File: config.mk
export PLATFORM = sky130hd
export DESIGN_NAME = instr_fetch
export DESIGN_NICKNAME = d
export VERILOG_FILES = /design/src/rtl/instr_fetch.sv
export SDC_FILE = /design/constraint.sdc
export NUM_CORES = 1
export LEC_CHECK = 0
export ABC_CLOCK_PERIOD_IN_PS = 6400
export BUFFER_PORTS_ARGS = -buffer_cell sky130_fd_sc_hd__buf_4
export CORE_MARGIN = 2
export CORE_UTILIZATION = 45
export CTS_BUF_LIST = sky130_fd_sc_hd__clkbuf_4 sky130_fd_sc_hd__clkbuf_8 sky130_fd_sc_hd__clkbuf_16
export DETAILED_ROUTE_END_ITERATION = 7
export GPL_ROUTABILITY_DRIVEN = 0
export PLACE_DENSITY_LB_ADDON = 0.12
export SLEW_MARGIN = 15
export SYNTH_ARGS = -nofsm -noshare
export SYNTH_HDL_FRONTEND = slang
export SYNTH_SLANG_ARGS = --single-unit
File: constraint.sdc
create_clock -name clk -period 6.4 [get_ports clk]
set_clock_uncertainty 0.1 [all_clocks]
set_input_delay 0.96 -clock clk [delete_from_list [all_inputs] [get_ports clk]]
set_output_delay 0.96 -clock clk [all_outputs]
set_load 0.01 [all_outputs]
File: src/rtl/instr_fetch.sv
// instr_fetch: owns the PC and fetches one word at a time over req/gnt/rvalid. Optional misaligned-branch trap: FETCH_MISALIGN_TRAP_EN.
// Latency: 3 cycles minimum per instruction (REQ with gnt, WAIT with rvalid, HOLD with ready).
// Backpressure: Instr/pc_o are held until instr_ready; memory gnt and rvalid may each be delayed indefinitely.
module instr_fetch #(
   parameter logic [31:0] RESET_PC = 32'h0000_0000,
   parameter logic [31:0] PC_STEP  = 32'd4
) (
   input  logic        clk,
   input  logic        rst_n,
   output logic        imem_req,
   output logic [31:0] imem_addr,
   input  logic        imem_gnt,
   input  logic        imem_rvalid,
   input  logic [31:0] imem_rdata,
   output logic [31:0] Instr,
   output logic [31:0] pc_o,
   output logic        instr_valid,
   input  logic        instr_ready,
   input  logic        PCsrc,
   input  logic [31:0] ImmOp,
   output logic        fetch_err
);

   typedef enum logic [1:0] {
      S_REQ  = 2'd0,
      S_WAIT = 2'd1,
      S_HOLD = 2'd2,
      S_ERR  = 2'd3
   } state_t;

`ifdef FETCH_MISALIGN_TRAP_EN
   // A misaligned reset PC never raises a request; it is trapped on the first cycle.
   localparam logic REQ_RST = (RESET_PC[1:0] == 2'b00);
`else
   localparam logic REQ_RST = 1'b1;
`endif

   state_t      state_q, state_d;
   logic [31:0] fetch_pc_q, fetch_pc_d;
   logic [31:0] instr_q, instr_d;
   logic [31:0] pc_q, pc_d;
   logic        valid_q, valid_d;
   logic        req_q, req_d;
   logic [31:0] next_pc;

   assign next_pc = pc_q + (PCsrc ? ImmOp : PC_STEP);

`ifdef FETCH_MISALIGN_TRAP_EN
   logic err_q, err_d;
`endif

   always_comb begin
      state_d    = state_q;
      fetch_pc_d = fetch_pc_q;
      instr_d    = instr_q;
      pc_d       = pc_q;
      valid_d    = valid_q;
      req_d      = req_q;
`ifdef FETCH_MISALIGN_TRAP_EN
      err_d      = err_q;
`endif
      case (state_q)
         S_REQ: begin
`ifdef FETCH_MISALIGN_TRAP_EN
            if (fetch_pc_q[1:0] != 2'b00) begin
               state_d = S_ERR;
               req_d   = 1'b0;
               err_d   = 1'b1;
            end else
`endif
            if (imem_gnt) begin
               state_d = S_WAIT;
               req_d   = 1'b0;
            end
         end
         S_WAIT: begin
            if (imem_rvalid) begin
               instr_d = imem_rdata;
               pc_d    = fetch_pc_q;
               valid_d = 1'b1;
               state_d = S_HOLD;
            end
         end
         S_HOLD: begin
            if (instr_ready) begin
               valid_d    = 1'b0;
               fetch_pc_d = next_pc;
`ifdef FETCH_MISALIGN_TRAP_EN
               if (PCsrc && (next_pc[1:0] != 2'b00)) begin
                  state_d = S_ERR;
                  err_d   = 1'b1;
               end else begin
                  state_d = S_REQ;
                  req_d   = 1'b1;
               end
`else
               state_d = S_REQ;
               req_d   = 1'b1;
`endif
            end
         end
`ifdef FETCH_MISALIGN_TRAP_EN
         S_ERR: begin
            req_d   = 1'b0;
            valid_d = 1'b0;
         end
`endif
         default: begin
            state_d = S_REQ;
            req_d   = 1'b1;
            valid_d = 1'b0;
         end
      endcase
   end

   always_ff @(posedge clk or negedge rst_n) begin
      if (!rst_n) begin
         state_q    <= S_REQ;
         fetch_pc_q <= RESET_PC;
         instr_q    <= 32'h0;
         pc_q       <= 32'h0;
         valid_q    <= 1'b0;
         req_q      <= REQ_RST;
`ifdef FETCH_MISALIGN_TRAP_EN
         err_q      <= 1'b0;
`endif
      end else begin
         state_q    <= state_d;
         fetch_pc_q <= fetch_pc_d;
         instr_q    <= instr_d;
         pc_q       <= pc_d;
         valid_q    <= valid_d;
         req_q      <= req_d;
`ifdef FETCH_MISALIGN_TRAP_EN
         err_q      <= err_d;
`endif
      end
   end

   assign imem_req    = req_q;
   assign imem_addr   = fetch_pc_q;
   assign Instr       = instr_q;
   assign pc_o        = pc_q;
   assign instr_valid = valid_q;
`ifdef FETCH_MISALIGN_TRAP_EN
   assign fetch_err   = err_q;
`else
   assign fetch_err   = 1'b0;
`endif

endmodule

# Yosys cells after proc, flatten, opt, wreduce, memory -nomap -nowiden
# Cells that the tools add are included.
word_totals:
  regBits: 100
  input_bits: 70
  word_cells: 31
  output_inout_bits: 99
classes:
  eq_ne: 5
  reduce_logical: 6
  n_bitwise: 2
  addsub: 1
  mux: 11
op_table:
  columns: ["operator", "count"]
  rows:
  - ["$add A32 B32 Y32", 1]
  - ["$mux W32", 1]
  - ["$reduce_and A3 Y1", 3]
  - ["$mux W2", 3]
  - ["$ne A2 B2 Y1 const B", 3]
  - ["$pmux W1 S3", 2]
  - ["$pmux W2 S3", 1]
  - ["$mux W1", 4]
  - ["$reduce_and A2 Y1", 2]
  - ["$eq A2 B1 Y1 const B", 1]
  - ["$eq A2 B2 Y1 const B", 1]
  - ["$logic_not A2 Y1", 1]
  - ["$not A1 Y1", 2]

# Logic depth before layout (Yosys ltp)
# Gate-level depths: netlist of run 1.
logic_depth:
  word_depth: 3
  ltp_mapped: 11
  mapped_depth_nobuf: 10

# Worst setup path after synthesis of run 1
# Ideal clock, no wire load.
synth_path:
  path_type: "input to register"
  startpoint: "input port PCsrc"
  endpoint: "register fetch_pc_q[22], in the netlist imem_addr[22]"
  required_ps: 6169
  t_arrival_ps: 3173
  path_buffers: 1
  cell_stages: 11
  path_slack_ps: 2996
  setup_ps: 131
  cell_sequence: "clkbuf_1 > and2_1 > ha_1 > fa_1 > a21o_1 > a221o_1 > nand4_1 > o211ai_2 > or3_1 > xnor2_1 > o21ai_1"
synth_between:
  elab_chain_cells: 2
synth_lines:
  columns: ["item", "line", "rtl"]
  rows:
  - ["from (decl)", "19", "input logic PCsrc,"]
  - ["$mux W32", "46", "assign next_pc = pc_q + (PCsrc ? ImmOp : PC_STEP);"]
  - ["$add A32 B32 Y32", "46", null]
  - ["to (signal assigned)", "129", "fetch_pc_q <= fetch_pc_d;"]
  - ["to (decl)", "39", "logic [31:0] fetch_pc_q, fetch_pc_d;"]
# Every way passes these cells.
# A chain may end at the register's enable or synchronous reset.

# Worst setup path in the final report of run 1
layout_path:
  startpoint: "input port PCsrc"
  endpoint: "register fetch_pc_q[18], in the netlist imem_addr[18]"
# Same word-level chain as after synthesis.

==> metrics.md, run 1 <==
| Metric | Value |
|---|---|
| Setup TNS | `0 ps` |
| PD cells | `~460 nW/um2` |
| Remaining routing DRC violations | `0` |
| Global routing's busiest layer | `met2` |
| CP Cell Sequence | `buf_4 -> and2_1 -> ha_1 -> fa_1 -> a21o_1 -> a221o_1 -> a21oi_2 -> o21ai_2 -> a211oi_2 -> xor2_1 -> o21ai_1` |
| Post-synthesis average cell area | `between 10 and 15 um2` |
| Post-synth EDFFs | `0` |
| Met1 Use GR | `0.270` |
| WP data arrival | `3470 ps` |
| Placeable Area | `approximately 12000 um2` |
| CP Max Fanout | `32` |
| Total number of vias | `4542` |
| Max cap viols | `0` |
| Commonest non-fill, non-tap cell in the layout | `buf_4` |
| Filler Cells Inserted | `1028` |
| Layout cells sized above 1 | `0.379` |
| Syn Nets | `around 640` |
| Period utilisation layout | `0.524` |
| Top delay family on crit path | `compound AO/OA/AOI/OAI gates` |
| I/O pin count | `roughly 170` |
| Critical-path top delay cell | `fa_1` |
| Critical path data required time | `6510 ps` |
| Most frequent cells in the layout | `169 x buf_4, 99 x dfrtp_1, 69 x nand2_1` |
| WL/cell | `between 15 and 20 um` |
| Vias per cell | `around 5.3` |
| Post-route ant nets | `0` |
| FP Rows | `40` |
| Final net count | `between 700 and 800` |
| Die extent in y | `between 100 and 150 um` |
| Gate Count Post-Synth | `roughly 540` |
| Yosys warnings | `0` |
| Worst Setup End Kind | `flop` |
| Initial Util | `0.464` |
| FF+latch count, synth | `100` |
| Synth-to-layout area growth | `30.2%` |
| Fin. Hold Viols | `0` |
| Worst hold-check path type | `flop to flop` |
| Met3 global-route usage | `0.0377` |
| Finish-stage setup viols | `0` |
| Insertion delay to the later sink of the worst-skew pair | `350 ps` |
| Cell taking the most area after synthesis | `dfrtp_1` |
| Actual slew at the worst max-slew pin | `a little over 900 ps` |
| Post-DP HPWL | `between 10 and 15 mm` |
| Initial antenna violation count | `0` |
| Max Slew Vio Count | `0` |
| Outcome | `finished, final reports clean` |
| Bufs on Longest Clock Path | `2` |
| Relative slew slack | `0.385` |
| Post-CTS Setup Bufs | `0` |
| Num CTS Buffers | `9` |
| Slowest stage delay, CP | `410 ps` |
| Post-route minimum period | `approximately 3400 ps` |
| Vias in the first global route | `4538` |
| H-Tree Depth | `3` |
| Total grt overflow | `0` |
| Die area | `between 10000 and 15000 um2` |
| Post-synth top area share | `0.443` |
| Post_cts resized | `0` |
| Design Power | `3340 uW` |
| Post-synth cell types | `58` |
| Hold WS | `approximately 410 ps` |
| Main synth FF type | `dfrtp_1` |
| Largest net degree at the start of global routing | `66` |
| Met2 Resource Use GR | `0.342` |
| Die width | `116 um` |
| Sequential area share after synthesis | `0.447` |
| Root buffer cell | `clkbuf_16` |
| # diodes | `0` |
| P_leak | `around 0.0036 uW` |
| Buffer and inverter count on the worst path | `1` |
| CTS tree | `built` |
| # port buffers | `167` |
| First-iteration detailed-routing DRC count | `147` |
| CP Launch Type | `input port` |
| Worst vdd ir | `~0.25 mV` |
| Clock-pin transition on the worst setup and hold timing paths | `~70 ps` |
| FFs w/ async S/R, synth | `1.00` |
| Mapped Area | `between 5000 and 6000 um2` |
| Overall routed net length | `about 13 mm` |
| First-pass detailed-route iteration total | `4` |
| Clock Sink Count | `100` |
| Crit Path Class | `input port to flop` |
| Synth area leaders | `dfrtp_1 44%, mux2_2 13%, ha_1 7.2%` |
| # hold bufs at CTS | `0` |
| Total GRT Usage | `0.207` |
| Global-route wire length before repair | `approximately 22 mm` |
| RSZ-0062 raised after global routing | `no` |
| Max Freq | `~300 MHz` |
-- power breakdown --
part           leakage (uW)  switching [uW]  internal [uW]
sequential          0.00124             229            933
clock              0.000148             246            325
combinational       0.00221             779            830
-- flip-flops by register name (all words and copies together), names as in the netlist --
signal and flops:
imem_addr 32, pc_o 32, imem_req 1, state_q 2, instr_valid 1, Instr 32
-- final cells by class --
class	instances	area (um2)	share of cell area
clock buffers	11	253	0.0347
clock inverters	5	58.8	0.00807
inverters	8	30.0	0.00412
multi-input cells	401	2960	0.407
flip-flops and latches	100	2500	0.344
well taps	168	210	0.0288
repair buffers	169	1270	0.174
-- through the flow --
stage / cell area, um2 / instances / utilization / setup slack, ps
final: 7290 / 862 / 0.604 / 3050
after detailed placement: 6980 / 846 / 0.578 / 2710
after floorplan: 5600 / 536 / - / 3000
after global placement: 6980 / 846 / 0.578 / 2760
after CTS: 7290 / 862 / 0.604 / 3080
after global routing: 7290 / 862 / 0.604 / 2920
-- Yosys cell counts, types with 2 or more instances --
cell and instances:
nand2_1 69, a21o_1 14, inv_1 8, a221o_1 2, ha_1 32, mux2_2 64
dfrtp_1 99, nor2_1 15, o21ai_2 2, xor2_1 12, a31oi_1 6, a21oi_2 2
a21boi_0 2, o21ai_0 26, o31ai_1 4, a211oi_1 2, o21a_1 4, a211oi_2 2
o21ai_1 10, o2111ai_1 3, and2_1 31, buf_2 6, clkbuf_1 19, nand3_1 9
nor4_1 4, nand2b_1 2, or3_1 2, nor3_1 2, xnor2_1 13, a21oi_1 27
o21bai_1 2, a21boi_1 2, nand4_1 8, o211ai_1 5, and3_1 3
-- worst register-to-register path, stage by stage, from the launching register on --
cell and delay (ps):
dfrtp_1 400, ha_1 240, fa_1 410, a21o_1 230, a221o_1 360, a21oi_2 260, o21ai_2 120, a211oi_2 270
xor2_1 160, o21ai_1 70
-- layer usage --
metal	vias to the layer above	share of wire
met5	-	0
met2	121	0.47
met4	0	0.020
met1	2179	0.46
li1	2222	-
met3	20	0.050
-- cell families after synthesis --
kind of cell,synth area share
flops,0.447
mux,0.131
fa+ha+maj,0.0751
xor+xnor,0.0391
other cells,0.000670
simple gates,0.129
compound gates,0.153
buf+inv,0.0255
-- final timing paths --
| kind | start | endpoint | slack [ps] | depth (start not counted) |
|---|---|---|---|---|
| worst min register to register | Instr[7] | Instr[7] | 410 | 1 |
| min in group asynchronous | rst_n | pc_o[9] | 480 | 1 |
| max in group asynchronous | rst_n | pc_o[25] | 4550 | 2 |
| worst max register to register | pc_o[0] | imem_addr[18] | 3640 | 9 |
| worst min-delay path | Instr[7] | Instr[7] | 410 | 1 |
| worst max-delay path | PCsrc | imem_addr[18] | 3050 | 11 |
(Power assumes the default switching activity.)
==> inputs of run 2 (changes only) <==
Settings changed: ABC_CLOCK_PERIOD_IN_PS 6400 to 3200.
Clock period 6.4 ns to 3.2 ns, I/O delays scaled along.
==> run 2 against run 1 <==
Critical path depth shrank 2. Flip-flop and latch count is the same. Register-to-register slack lost 3200 ps. Sequential power grew 100%. Non-clock buffer count grew 9. Hold slack lost 310 ps. Total power grew 100%. Sequential share of layout area shrank 0.36 points.
==> metrics.md, run 2 (same netlist as run 1, synthesis figures left out) <==
| Metric | Value |
|---|---|
| # port buffers | `167 (unchanged)` |
| Outcome | `finished, final reports clean` |
| # hold bufs at CTS | `0 (unchanged)` |
| P_leak | `0.00364 uW (+1.2%)` |
| Max Slew Vio Count | `0 (unchanged)` |
| Final net count | `801 (+1.1%)` |
| Bufs on Longest Clock Path | `2 (unchanged)` |
| PD cells | `910 nW/um2 (+98%)` |
| Post-route ant nets | `0 (unchanged)` |
| WP data arrival | `2860 ps (-610 ps)` |
| WL/cell | `15.8 um (+1.1%)` |
| Comb pwr share | `0.486 (+0.005)` |
| Cell Int Power | `4160 uW (+99%)` |
| Finish-stage setup viols | `0 (unchanged)` |
| Worst r2r path cells | `9 (unchanged)` |
| Worst hold-check path type | `input port to async pin` |
| Max Freq | `roughly 360 MHz` |
| Worst Setup End Kind | `flop` |
| Setup TNS | `0 ps (unchanged)` |
| Total number of vias | `4595 (+1.2%)` |
| Commonest non-fill, non-tap cell in the layout | `buf_4` |
| Placeable Area | `12100 um2 (unchanged)` |
| Sw Share | `0.379 (+0.00372)` |
| Period utilisation layout | `0.862` |
| Sequential Power Share | `0.347 (about the same)` |
| First-iteration detailed-routing DRC count | `187 (+27%)` |
| Metal3 WL | `781 um (+15%)` |
| Critical path data required time | `3310 ps (-3200 ps)` |
| NetSw | `2540 uW (+100%)` |
| CTS tree | `built` |
| Clock-pin transition on the worst setup and hold timing paths | `70 ps (about the same)` |
| Place WS | `92.6 ps (-2610 ps)` |
| Post-route minimum period | `2760 ps` |
| Fin. Hold Viols | `0 (unchanged)` |
| Max layer used | `met4` |
| # diodes | `0 (unchanged)` |
| Relative slew slack | `0.488 (+0.103)` |
| Root buffer cell | `clkbuf_16` |
| I/O pin count | `169 (unchanged)` |
| Remaining routing DRC violations | `0 (unchanged)` |
| Multi-input logic area | `2960 um2 (unchanged)` |
| Max cap viols | `0 (unchanged)` |
| Die extent in y | `116 um (unchanged)` |
| Final worst slack | `443 ps (-2600 ps)` |
| First-pass detailed-route iteration total | `4 (unchanged)` |
| Total GRT Usage | `0.215 (+0.00817)` |
| Global-route wire length before repair | `22.5 mm (+2.8%)` |
| Layout cells sized above 1 | `0.387 (+0.00795)` |
| Synth-to-layout area growth | `31.6%` |
| Num CTS Buffers | `9 (unchanged)` |
| Worst vdd ir | `0.486 mV (+97%)` |
| RSZ-0062 raised after global routing | `no` |
| Post-CTS Setup Bufs | `0 (unchanged)` |
| Vias in the first global route | `4592 (+1.2%)` |
| Filler Cells Inserted | `1032 (+0.39%)` |
| Initial Util | `0.464 (unchanged)` |
| Total grt overflow | `0 (unchanged)` |
| Insertion delay to the later sink of the worst-skew pair | `350 ps (about the same)` |
| Met1 Wirelength | `5.92 mm (-3.5%)` |
| Die area | `13300 um2 (unchanged)` |
| H-Tree Depth | `3 (unchanged)` |
| Met2 WL post-DR | `6.82 mm (+6.8%)` |
| Vias per cell | `5.28 (+0.12%)` |
| Register Area | `2500 um2 (unchanged)` |
| Post_cts resized | `0 (unchanged)` |
| FP Rows | `40 (unchanged)` |
| Post-DP HPWL | `10.5 mm (+4.4%)` |
| Most frequent cells in the layout | `177 x buf_4, 99 x dfrtp_1, 69 x nand2_1` |
| Actual slew at the worst max-slew pin | `765 ps (-158 ps)` |
| Crit Path Class | `flop to flop` |
| Die width | `116 um (unchanged)` |
| CP Max Fanout | `3 (-91%)` |
| Clock power frac | `0.168 (-0.003)` |
| CP Launch Type | `flop` |
| Overall routed net length | `13.8 mm (+2.2%)` |
| Largest net degree at the start of global routing | `59 (-11%)` |
| Clock Sink Count | `100 (unchanged)` |
| Initial antenna violation count | `0 (unchanged)` |
## run 2: cell types whose count changed in the layout (fill, tap and decap cells not counted)
cell,before,now
clkinv_4,0,2
clkbuf_8,2,0
buf_4,169,177
buf_12,0,1
clkinv_2,1,0
inv_8,0,1
## run 2: worst paths after layout
| check | endpoint | start | slack (ps) |
|---|---|---|---|
| hold reg to reg | state_q[0] | state_q[1] | 400 |
| hold / removal | pc_o[8] | rst_n | 100 |
| min in group clk | state_q[1] | instr_ready | 240 |
| setup reg to reg | imem_addr[22] | pc_o[0] | 440 |
| max in group asynchronous | Instr[16] | rst_n | 2150 |
| setup / recovery | imem_addr[22] | pc_o[0] | 440 |
## run 2: stage by stage
stage	hold slack (ps)	instances	instance area [um2]	power (uW)	utilization
2_1_floorplan	84.4	536	5600	4140	-
3_3_place_gp	389	855	7060	5550	0.585
3_5_place_dp	393	855	7060	5620	0.585
4_1_cts	119	871	7360	6780	0.610
5_1_grt	156	871	7360	7180	0.610
6_report	96.8	871	7360	6700	0.610
## run 2: power groups by stage
stage	clock (uW)	combinational, uW	sequential [uW]
after floorplan	0	1620	2520
after global placement	0	3230	2320
after detailed placement	0	3280	2340
after CTS	1160	3290	2330
after global routing	1210	3560	2420
final	1120	3250	2320
## run 2: area by class of cell
cell class / instances / share of cell area
Timing Repair Buffer: 178 / 0.183
Multi-Input combinational cell: 401 / 0.402
Clock inverter: 7 / 0.0112
Tap cell: 168 / 0.0285
Inverter: 8 / 0.00408
Clock buffer: 9 / 0.0306
Sequential cell: 100 / 0.340
## run 2: critical path, stage by stage (launching register included)
cell and delay [ps]:
dfrtp_1 410, ha_1 230, fa_1 420, a21o_1 240, a221o_1 360, nand4_1 130
o211ai_2 140, or3_1 380, xnor2_1 140, o21ai_1 70
## run 2: layer usage
metal  vias up  track usage
met3        17       0.0387
met2       132        0.368
li1       2246            -
met1      2200        0.273
met4         0       0.0771
met5         -            0
